--- config.mk ---
export PLATFORM = sky130hd
export DESIGN_NAME = lfsr_bist_ctrl_flat
export DESIGN_NICKNAME = d
export VERILOG_FILES = /design/src/rtl/lfsr_bist_ctrl_if.sv /design/src/rtl/lfsr_bist_ctrl.sv /design/src/flat_wrapper.sv
export SDC_FILE = /design/constraint.sdc
export NUM_CORES = 1
export LEC_CHECK = 0
export ABC_AREA = 1
export CAP_MARGIN = 40
export CORE_MARGIN = 2
export CORE_UTILIZATION = 30
export DETAILED_ROUTE_END_ITERATION = 8
export GPL_ROUTABILITY_DRIVEN = 0
export PLACE_DENSITY = 0.49
export SLEW_MARGIN = 40
export SYNTH_ARGS = -nofsm -noshare
export SYNTH_HDL_FRONTEND = slang
export SYNTH_SLANG_ARGS = --single-unit
--- constraint.sdc ---
create_clock -name Clock -period 2.1 [get_ports Clock]
set_input_delay 0.525 -clock Clock [delete_from_list [all_inputs] [get_ports Clock]]
set_output_delay 0.525 -clock Clock [all_outputs]
set_load 0.02 [all_outputs]
--- src/rtl/lfsr_bist_ctrl_if.sv ---
// BIST controller signal bundle: run control and status toward the test
// harness, plus the pattern/response path to the circuit under test.
//   master : test harness (drives Start, Abort and the CUT response)
//   slave  : the BIST controller
interface lfsr_bist_ctrl_if #(
    parameter int Length = 8
);
    logic            Start;
    logic            Abort;
    logic [1:Length] Resp;
    logic [1:Length] Pattern;
    logic            Pattern_valid;
    logic            Busy;
    logic            Done;
    logic            Pass;
    logic [1:Length] Signature;

    modport master (
        output Start, Abort, Resp,
        input  Pattern, Pattern_valid, Busy, Done, Pass, Signature
    );

    modport slave (
        input  Start, Abort, Resp,
        output Pattern, Pattern_valid, Busy, Done, Pass, Signature
    );
endinterface

--- src/rtl/lfsr_bist_ctrl.sv ---
// LFSR-based BIST controller. A run walks the pattern generator through
// Num_Patterns states, compacts the CUT responses (one cycle behind their
// patterns) into a MISR, then reports Signature == Golden with a Done pulse.
// Done and Pass become visible the cycle after the REPORT state.
module lfsr_bist_ctrl #(
    parameter int              Length          = 8,
    parameter logic [1:Length] Seed            = 8'h91,
    parameter logic [1:Length] Tap_Coefficient = 8'b1100_1111,
    parameter int              Num_Patterns    = 255,
    parameter logic [1:Length] Golden          = 8'h00
) (
    input logic             Clock,
    input logic             Reset,
    lfsr_bist_ctrl_if.slave bist
);

    typedef enum logic [1:0] {
        s_idle,
        s_run,
        s_flush,
        s_report
    } state_t;

    // Value of the run counter during the final RUN cycle
    localparam logic [Length-1:0] last_count = Length'(Num_Patterns - 1);

    state_t            state;
    logic [1:Length]   pattern;
    logic [1:Length]   signature;
    logic [Length-1:0] count;
    logic              pattern_valid;
    logic              busy;
    logic              done;
    logic              pass;

    // One shift of the shared register structure: stage 1 takes the feedback
    // bit, every tapped later stage XORs it into its incoming value.
    function automatic logic [1:Length] lfsr_step(input logic [1:Length] y);
        logic [1:Length] nxt;
        nxt[1] = y[Length];
        for (int i = 2; i <= Length; i++) begin
            nxt[i] = y[i-1] ^ (Tap_Coefficient[Length-i+1] & y[Length]);
        end
        return nxt;
    endfunction

    // Run sequencer: state, generator, MISR, counter and all registered outputs
    always_ff @(posedge Clock) begin
        // NOTE: reset is synchronous, so it is just the first branch of the
        // clocked block; every register here uses <= so all of them sample
        // pre-edge values regardless of statement order.
        if (!Reset) begin
            state         <= s_idle;
            pattern       <= Seed;
            signature     <= '0;
            count         <= '0;
            pattern_valid <= 1'b0;
            busy          <= 1'b0;
            done          <= 1'b0;
            pass          <= 1'b0;
        end else begin
            done <= 1'b0;
            case (state)
                s_idle: begin
                    if (bist.Start) begin
                        pattern       <= Seed;
                        signature     <= '0;
                        count         <= '0;
                        pass          <= 1'b0;
                        pattern_valid <= 1'b1;
                        busy          <= 1'b1;
                        state         <= s_run;
                    end
                end
                s_run: begin
                    if (bist.Abort) begin
                        pattern_valid <= 1'b0;
                        busy          <= 1'b0;
                        pass          <= 1'b0;
                        state         <= s_idle;
                    end else begin
                        pattern <= lfsr_step(pattern);
                        count   <= count + 1'b1;
                        // The first RUN cycle carries no response yet
                        if (count != '0) begin
                            signature <= lfsr_step(signature) ^ bist.Resp;
                        end
                        if (count == last_count) begin
                            pattern_valid <= 1'b0;
                            state         <= s_flush;
                        end
                    end
                end
                s_flush: begin
                    busy <= 1'b0;
                    if (bist.Abort) begin
                        pass  <= 1'b0;
                        state <= s_idle;
                    end else begin
                        signature <= lfsr_step(signature) ^ bist.Resp;
                        state     <= s_report;
                    end
                end
                s_report: begin
                    done  <= 1'b1;
                    pass  <= (signature == Golden);
                    state <= s_idle;
                end
                default: state <= s_idle;
            endcase
        end
    end

    assign bist.Pattern       = pattern;
    assign bist.Pattern_valid = pattern_valid;
    assign bist.Busy          = busy;
    assign bist.Done          = done;
    assign bist.Pass          = pass;
    assign bist.Signature     = signature;

endmodule
--- src/flat_wrapper.sv ---
// flat-port wrapper written by rule: the top's interface ports become plain ports
module lfsr_bist_ctrl_flat 
#(
    parameter int              Length          = 8,
    parameter logic [1:Length] Seed            = 8'h91,
    parameter logic [1:Length] Tap_Coefficient = 8'b1100_1111,
    parameter int              Num_Patterns    = 255,
    parameter logic [1:Length] Golden          = 8'h00
)
  (Clock, Reset, bist_Start, bist_Abort, bist_Resp, bist_Pattern, bist_Pattern_valid, bist_Busy, bist_Done, bist_Pass, bist_Signature);
  lfsr_bist_ctrl_if #(.Length(Length)) bist_i ();
  input logic Clock;
  input logic Reset;
  input wire logic [$bits(bist_i.Start)-1:0] bist_Start;
  input wire logic [$bits(bist_i.Abort)-1:0] bist_Abort;
  input wire logic [$bits(bist_i.Resp)-1:0] bist_Resp;
  output wire logic [$bits(bist_i.Pattern)-1:0] bist_Pattern;
  output wire logic [$bits(bist_i.Pattern_valid)-1:0] bist_Pattern_valid;
  output wire logic [$bits(bist_i.Busy)-1:0] bist_Busy;
  output wire logic [$bits(bist_i.Done)-1:0] bist_Done;
  output wire logic [$bits(bist_i.Pass)-1:0] bist_Pass;
  output wire logic [$bits(bist_i.Signature)-1:0] bist_Signature;
  assign bist_i.Start = bist_Start;
  assign bist_i.Abort = bist_Abort;
  assign bist_i.Resp = bist_Resp;
  assign bist_Pattern = bist_i.Pattern;
  assign bist_Pattern_valid = bist_i.Pattern_valid;
  assign bist_Busy = bist_i.Busy;
  assign bist_Done = bist_i.Done;
  assign bist_Pass = bist_i.Pass;
  assign bist_Signature = bist_i.Signature;
  lfsr_bist_ctrl #(.Length(Length), .Seed(Seed), .Tap_Coefficient(Tap_Coefficient), .Num_Patterns(Num_Patterns), .Golden(Golden)) u_core (.Clock(Clock), .Reset(Reset), .bist(bist_i));
endmodule
==> metrics.csv, run 1 <==
metric,value,unit
status,finished clean,
Reg2Reg Capture Point,u_core.bist.Pattern[3],
CTS root buf,clkbuf_8,
Cell variety after synth,22,
r2r worst-path depth,8,
worst setup margin,0.161,ns
Vias/cell,4.58,
CP top delay family,buffers and inverters,
First-pass DRT Iterations,4,
overall power,2.25,mW
Cell Pwr Density,1020,mW/mm^2
leakage,0.923,nW
postcts setup bufs,0,
layout cell share with drive strength beyond 1,0.0751,
clk sinks,30,
core area,0.00551,sq mm
chip width,79.4,um
CP required,1.57,ns
achievable clock frequency,0.516,GHz
YS warnings,0,
largest net degree at the start of global routing,14,
CTS tree,done,
1st-iter DRT viols,77,
first-pass GRT wire length,6930,um
RSZ-0062 raised after global routing,no,
CP endpoint kind,primary output,
FF-to-FF setup slack,0.39,ns
CP Buf/Inv Count,1,
CP max-delay cell,clkdlybuf4s50_1,
worst stage delay on the critical path,0.66,ns
CP arrival,1.41,ns
drt total wl,4030,um
Synth Area per Inst,6.71,sq um
Max Root-Sink Buffers,2,
Synth top area share,0.352,
PortBufs,31,
antenna violations before repair,0,
fin nets,314,
IO Pins,32,
Synth area leader,dfxtp_1,
Slew @ Worst Pin,0.298,ns
final core occ,0.400,
via count,1671,
hold_buf cts,0,
worst hold path endpoint,u_core.bist.Pattern_valid,
H-tree depth,2,
Synth area leaders,"dfxtp_1 35%, nand2_1 15%, a21oi_1 9.1%",
WS Path Type,reg2out,
vias in the first global route,1532,
crit-path cells,clkdlybuf4s50_1,
area delta synth->final,29.3,%
Slew Limit Headroom,0.801,
Worst Hold Launch,u_core.bist.Pattern_valid,
Initial Utilization,0.309,
clock slew at reported path FFs,0.06,ns
Post-CTS Resized,0,
Final setup viols,0,
ANT nets after route,0,
final clock skew,0.00764,ns
reg-to-reg critical path startpoint,u_core.state[0],
Slew Limit Fails,0,
Placement Setup Slack,0.100,ns
final setup TNS,0,ns
Period minus WS final,1.94,ns
#FFs+latches synth,30,
Gate Count Post-Synth,254,
syn_nets,275,
# rows,27,
worst-path maximum fanout,9,
routed len/inst,11.0,um
Synth Cell Area,0.00170,sq mm
VDD IR max,414,uV
global route overflow,0,
cts bufs inserted,5,
Post-route DRC,0,
All-Layer GR Usage,0.140,
sequential share of the synthesized area,0.352,
die area,0.00630,sq mm
Final period util,0.923,
Worst-Skew Late Latency,0.28,ns
HP Class,reg2reg,
Worst setup SP type,flop,
max_cap viols,0,
HPWL Detailed,3110,um
Final Hold Fails,0,
antenna cells,0,
Die Ht,79.4,um
WHS Path Cells,2,
-- layer usage --
metal | global-route usage | wire length (um)
met1 | 0.188 | 2040
met2 | 0.219 | 1750
met3 | 0.0396 | 194
met4 | 0.0362 | 47
met5 | 0 | 0
-- cells by family after synthesis --
family / after synthesis / share of synthesized area
buffers and inverters: 41 / 0.0962
AO/OA/AOI/OAI: 40 / 0.125
XOR/XNOR: 4 / 0.0206
flip-flops: 30 / 0.352
AND/OR/NAND/NOR: 130 / 0.340
adder cells (fa/ha/maj): 9 / 0.0661
-- flip-flops by register name (all words and copies together), names as in the netlist --
signal,flops
u_core.bist.Busy,1
u_core.bist.Pattern,8
u_core.state,2
u_core.bist.Pass,1
u_core.bist.Done,1
u_core.bist.Signature,8
u_core.count,8
u_core.bist.Pattern_valid,1
-- how the worst max path moves through the flow --
stage,end,cells after the start,from
floorplan,u_core.bist.Signature[3],9,u_core.state[0]
global placement,u_core.count[7],7,bist_Abort
detailed placement,u_core.count[7],7,bist_Abort
CTS,bist_Pattern[0],1,u_core.bist.Pattern[8]
global route,bist_Pattern[0],1,u_core.bist.Pattern[8]
finish,bist_Pattern[0],1,u_core.bist.Pattern[8]
-- Yosys cell counts --
| cell | number |
|---|---|
| nand2_1 | 67 |
| inv_1 | 33 |
| a21oi_1 | 31 |
| dfxtp_1 | 30 |
| nand3_1 | 22 |
| nor2_1 | 22 |
| ha_1 | 9 |
| nand4_1 | 9 |
| o211ai_1 | 5 |
| o21ai_0 | 4 |
| xor2_1 | 4 |
| nor3_1 | 3 |
| buf_4 | 2 |
| clkbuf_1 | 2 |
| nand2_2 | 2 |
| nand2_4 | 2 |
| nor2_4 | 2 |
| buf_2 | 1 |
| clkbuf_2 | 1 |
| clkinv_1 | 1 |
| inv_2 | 1 |
| nor2_2 | 1 |
-- where the power goes --
group	switching, mW	internal (mW)
Combinational	0.644	0.417
Sequential	0.0837	0.665
Clock	0.215	0.222
Total	0.943	1.30
-- cell type report --
| cell class | count | area (sq um) |
|---|---|---|
| Timing Repair Buffer | 38 | 363 |
| Inverter | 35 | 131 |
| Clock buffer | 5 | 68.8 |
| Sequential cell | 30 | 601 |
| Clock inverter | 2 | 10.0 |
| Fill cell | 603 | 3300 |
| Multi-Input combinational cell | 183 | 940 |
| Tap cell | 72 | 90.1 |
-- cell usage in the layout (no fill, tap or decap), types with 3 or more instances in the layout --
cell / Yosys / routed
buf_4: 2 / 7
nand4_1: 9 / 9
nor3_1: 3 / 3
nand2_1: 67 / 67
nor2_1: 22 / 22
o21ai_0: 4 / 4
nand3_1: 22 / 22
dfxtp_1: 30 / 30
xor2_1: 4 / 4
clkbuf_8: 0 / 5
a21oi_1: 31 / 31
ha_1: 9 / 9
clkdlybuf4s50_1: 0 / 31
inv_1: 33 / 33
o211ai_1: 5 / 5
-- metrics by stage --
| step | hold slack, ns | std cells | area [sq um] |
|---|---|---|---|
| 2_1_floorplan | 0.459 | 254 | 1700 |
| 3_3_place_gp | 0.435 | 358 | 2120 |
| 3_5_place_dp | 0.442 | 358 | 2120 |
| 4_1_cts | 0.450 | 365 | 2200 |
| 5_1_grt | 0.492 | 365 | 2200 |
| 6_report | 0.443 | 365 | 2200 |
Power figures use the tool's default switching activity.
==> run 2, diff against run 1 <==
CORE_MARGIN = unset   (was 2)
clock period = 2.26 ns   (was 2.1 ns; I/O delays follow)
==> metrics.csv, run 2 (synthesized netlist as in run 1, its figures left out) <==
metric,value,unit,change
status,finished clean,,
first-pass GRT wire length,7090,um,+2.2%
M2 GR Usage,0.251,,+0.0318
cts bufs inserted,5,,unchanged
clock slew at reported path FFs,0.07,ns,about the same
crit-path cells,clkdlybuf4s50_1,,
crit path to,bist_Pattern[0],,
CP endpoint kind,primary output,,
worst setup margin,0.258,ns,+0.0967 ns
final clock skew,0.00541,ns,-0.00223 ns
Initial Utilization,0.309,,unchanged
CP required,1.69,ns,+0.12 ns
Gate power share,0.440,,-0.032
worst-path maximum fanout,9,,unchanged
"commonest cells after routing, fill and taps aside","67 x nand2_1, 33 x inv_1, 31 x a21oi_1, 31 x clkdlybuf4s50_1, 30 x dfxtp_1",,
achievable clock frequency,0.499,GHz,
Placement Setup Slack,0.236,ns,+0.136 ns
Sw Pwr,890,uW,-5.6%
clk sinks,30,,unchanged
CP Buf/Inv Count,1,,unchanged
VDD IR max,599,uV,+45%
1st-iter DRT viols,52,,-32%
antenna cells,0,,unchanged
die area,0.00599,sq mm,-5.0%
Internal Power,1.32,mW,+1.2%
via count,1662,,-0.54%
grt met3 use,0.0318,,-0.00783
vias in the first global route,1589,,+3.7%
# rows,27,,unchanged
Worst setup SP type,flop,,
Vias/cell,4.57,,-0.27%
Critical path origin,u_core.bist.Pattern[8],,
global route overflow,0,,unchanged
Slew Limit Headroom,0.788,,-0.0124
Fillers,587,,-2.7%
reg-to-reg critical path startpoint,u_core.state[1],,
max_cap viols,0,,unchanged
Final Hold Fails,0,,unchanged
worst stage delay on the critical path,0.66,ns,about the same
CP max-delay cell,clkdlybuf4s50_1,,
placed cells,356,,-0.56%
PortBufs,31,,unchanged
busiest grt layer,met2,,
Max Root-Sink Buffers,2,,unchanged
WS Path Type,reg2out,,
Period minus WS final,2.00,ns,
H-tree depth,2,,unchanged
First-pass DRT Iterations,4,,unchanged
Reg power frac,0.316,,-0.017
chip width,77.4,um,-2.5%
drt total wl,4110,um,+1.8%
Slew Limit Fails,0,,unchanged
IO Pins,32,,unchanged
layout cell share with drive strength beyond 1,0.0719,,-0.00317
CP top delay family,buffers and inverters,,
leakage,0.927,nW,+0.46%
HPWL Detailed,3090,um,-0.72%
fin nets,312,,-0.64%
core area,0.00551,sq mm,unchanged
Final period util,0.886,,
sw frac,0.403,,-0.0168
CTS tree,done,,
Crit path depth,1,,unchanged
r2r worst-path depth,8,,unchanged
routed len/inst,11.3,um,+2.1%
Final setup viols,0,,unchanged
Cell Pwr Density,996,mW/mm^2,-2.3%
Worst-Skew Late Latency,0.29,ns,about the same
RSZ-0062 raised after global routing,no,,
Placed Instance Area,0.00211,sq mm,-0.71%
area delta synth->final,30.2,%,
final cell count without fillers,364,,-0.27%
Final Cell Area,0.00222,sq mm,+0.68%
postcts setup bufs,0,,unchanged
CTS root buf,clkbuf_8,,
final setup TNS,0,ns,unchanged
HP Class,reg2reg,,
ANT nets after route,0,,unchanged
antenna violations before repair,0,,unchanged
Slew @ Worst Pin,0.318,ns,+0.0193 ns
"most common cell after layout, fill and taps aside",nand2_1,,
Reg2Reg Capture Point,u_core.bist.Pattern[3],,
largest net degree at the start of global routing,14,,unchanged
hold_buf cts,0,,unchanged
FF-to-FF setup slack,0.55,ns,+0.16 ns
Die Ht,77.4,um,-2.5%
Post-route DRC,0,,unchanged
All-Layer GR Usage,0.151,,+0.0111
CP arrival,1.44,ns,+0.03 ns
Post-CTS Resized,0,,unchanged
clock network fraction of design power,0.243,,+0.048
met1 usage,0.183,,-0.00476
-- run 2: area by class of cell --
type                    count  area, sq um  area share
clock buffers               5         68.8      0.0310
clock inverters             3         40.0      0.0180
inverters                  35          131      0.0592
multi-input cells         183          940       0.424
flip-flops and latches     30          601       0.271
well taps                  72         90.1      0.0406
repair buffers             36          348       0.157
-- run 2: power by group through the flow --
stage,combinational (mW),sequential (mW),clock [mW]
after floorplan,0.596,0.778,0
after global placement,0.986,0.710,0
after detailed placement,0.982,0.710,0
after CTS,0.987,0.699,0.555
after global routing,1.09,0.714,0.580
final,0.973,0.699,0.538
-- run 2: metal layers --
metal / vias up / wire [um]
met3: 9 / 134
li1: 900 / -
met4: 0 / 80
met2: 34 / 1860
met5: - / 0
met1: 719 / 2030
-- run 2: metrics by stage --
step,util,hold WS [ns],power (mW)
final,0.403,0.446,2.21
after detailed placement,0.383,0.439,1.69
after floorplan,-,0.459,1.37
after global placement,0.383,0.435,1.70
after CTS,0.403,0.449,2.24
after global routing,0.403,0.486,2.39
-- run 2: worst min path at each step --
| stage | cells past startpoint | from | end |
|---|---|---|---|
| 2_1_floorplan | 1 | u_core.count[0] | u_core.count[0] |
| 3_3_place_gp | 2 | u_core.bist.Pattern_valid | u_core.bist.Pattern_valid |
| 3_5_place_dp | 2 | u_core.bist.Pattern_valid | u_core.bist.Pattern_valid |
| 4_1_cts | 2 | u_core.bist.Pattern_valid | u_core.bist.Pattern_valid |
| 5_1_grt | 2 | u_core.bist.Pattern_valid | u_core.bist.Pattern_valid |
| 6_report | 2 | u_core.bist.Pattern_valid | u_core.bist.Pattern_valid |
==> run 3, diff against run 2 <==
CELL_PAD_IN_SITES_DETAIL_PLACEMENT = 0   (was unset)
CELL_PAD_IN_SITES_GLOBAL_PLACEMENT = 1   (was unset)
PLACE_DENSITY = 0.65   (was 0.49)
SLEW_MARGIN = unset   (was 40)
==> metrics.csv, run 3 (synthesized netlist as in run 1, its figures left out) <==
metric,value,unit,change
clock slew at reported path FFs,0.07,ns,about the same
Reg power frac,0.296,,-0.020
layout cell share with drive strength beyond 1,0.0687,,-0.00319
worst-path maximum fanout,9,,unchanged
largest net degree at the start of global routing,20,,+6
antenna cells,0,,unchanged
IO Pins,32,,unchanged
crit-path cells,clkdlybuf4s50_1,,
Internal Power,1.46,mW,+11%
CP arrival,1.43,ns,about the same
hold_buf cts,0,,unchanged
CP endpoint kind,primary output,,
H-tree depth,2,,unchanged
chip width,77.4,um,unchanged
HPWL Detailed,3090,um,about the same
Sw Pwr,890,uW,about the same
First-pass DRT Iterations,4,,unchanged
CP max-delay cell,clkdlybuf4s50_1,,
final clock skew,0.00978,ns,+0.00437 ns
CP required,1.69,ns,about the same
Period minus WS final,2.00,ns,-0.00472 ns
"most common cell after layout, fill and taps aside",nand2_1,,
leakage,0.936,nW,+0.94%
status,finished clean,,
postcts setup bufs,0,,unchanged
VDD IR max,513,uV,-14%
Final setup viols,0,,unchanged
WS Path Type,reg2out,,
sw frac,0.378,,-0.0248
Slew Limit Headroom,0.781,,-0.00675
Initial Utilization,0.309,,unchanged
PortBufs,31,,unchanged
Final period util,0.884,,-0.00209
routed len/inst,11.4,um,+1.4%
HP Class,reg2reg,,
vias in the first global route,1578,,-0.69%
CP Buf/Inv Count,1,,unchanged
Post-CTS Resized,0,,unchanged
Max Root-Sink Buffers,2,,unchanged
antenna violations before repair,0,,unchanged
Post-route DRC,0,,unchanged
# rows,27,,unchanged
CP top delay family,buffers and inverters,,
Final Hold Fails,0,,unchanged
die area,0.00599,sq mm,unchanged
overall power,2.35,mW,+6.5%
drt total wl,4150,um,+1.1%
Worst-Skew Late Latency,0.28,ns,about the same
Slew Limit Fails,0,,unchanged
CTS root buf,clkbuf_8,,
Slew @ Worst Pin,0.327,ns,+0.00891 ns
final core occ,0.408,,+0.00477
area delta synth->final,31.7,%,
RSZ-0062 raised after global routing,no,,
via count,1661,,-0.060%
CTS tree,done,,
achievable clock frequency,0.501,GHz,+0.24%
final setup TNS,0,ns,unchanged
max_cap viols,0,,unchanged
ANT nets after route,0,,unchanged
1st-iter DRT viols,50,,-3.8%
Cell Pwr Density,1050,mW/mm^2,+5.3%
Die Ht,77.4,um,unchanged
clock network fraction of design power,0.289,,+0.046
Worst setup SP type,flop,,
clk sinks,30,,unchanged
worst stage delay on the critical path,0.66,ns,about the same
All-Layer GR Usage,0.153,,+0.00238
fin nets,311,,-0.32%
"commonest cells after routing, fill and taps aside","67 x nand2_1, 33 x inv_1, 31 x a21oi_1, 31 x clkdlybuf4s50_1, 30 x dfxtp_1",,
cts bufs inserted,5,,unchanged
global route overflow,0,,unchanged
Vias/cell,4.58,,+0.22%
first-pass GRT wire length,7270,um,+2.6%
Gate power share,0.415,,-0.025
core area,0.00551,sq mm,unchanged
run 3: cell count changes in the layout (fill, tap and decap cells not counted):
cell	before	now
clkbuf_8	5	6
buf_4	5	4
bufinv_16	1	2
clkinv_2	2	0
run 3: worst paths after layout:
kind	end	slack (ns)	start	cells after the start
max	bist_Pattern[0]	0.26	u_core.bist.Pattern[8]	1
min	u_core.bist.Pattern_valid	0.45	u_core.bist.Pattern_valid	2
max reg2reg	u_core.bist.Pattern[2]	0.55	u_core.state[1]	8
min reg2reg	u_core.bist.Pattern_valid	0.45	u_core.bist.Pattern_valid	2
run 3: per-stage QoR:
step | hold WS (ns) | std cells | cell area [sq um] | setup WS, ns
floorplan | 0.459 | 254 | 1700 | 0.812
global placement | 0.433 | 355 | 2100 | 0.257
detailed placement | 0.439 | 355 | 2100 | 0.231
CTS | 0.452 | 363 | 2240 | 0.238
global route | 0.500 | 363 | 2240 | 0.166
finish | 0.448 | 363 | 2240 | 0.262
run 3: layer usage:
layer / GRT usage / routed length, um
met1: 0.196 / 2050
met2: 0.245 / 1900
met3: 0.0365 / 157
met4: 0.0623 / 45
met5: 0 / 0
run 3: cell type report:
class / instances / area, sq um
Fill cell: 594 / 3260
Multi-Input combinational cell: 183 / 940
Sequential cell: 30 / 601
Timing Repair Buffer: 35 / 340
Inverter: 35 / 131
Tap cell: 72 / 90.1
Clock buffer: 6 / 82.6
Clock inverter: 2 / 60.1
run 3: power by group through the flow:
stage	Combinational [mW]	Clock (mW)	Sequential (mW)
after floorplan	0.596	0	0.778
after global placement	0.990	0	0.710
after detailed placement	0.989	0	0.707
after CTS	0.994	0.703	0.698
after global routing	1.09	0.732	0.715
final	0.977	0.681	0.696
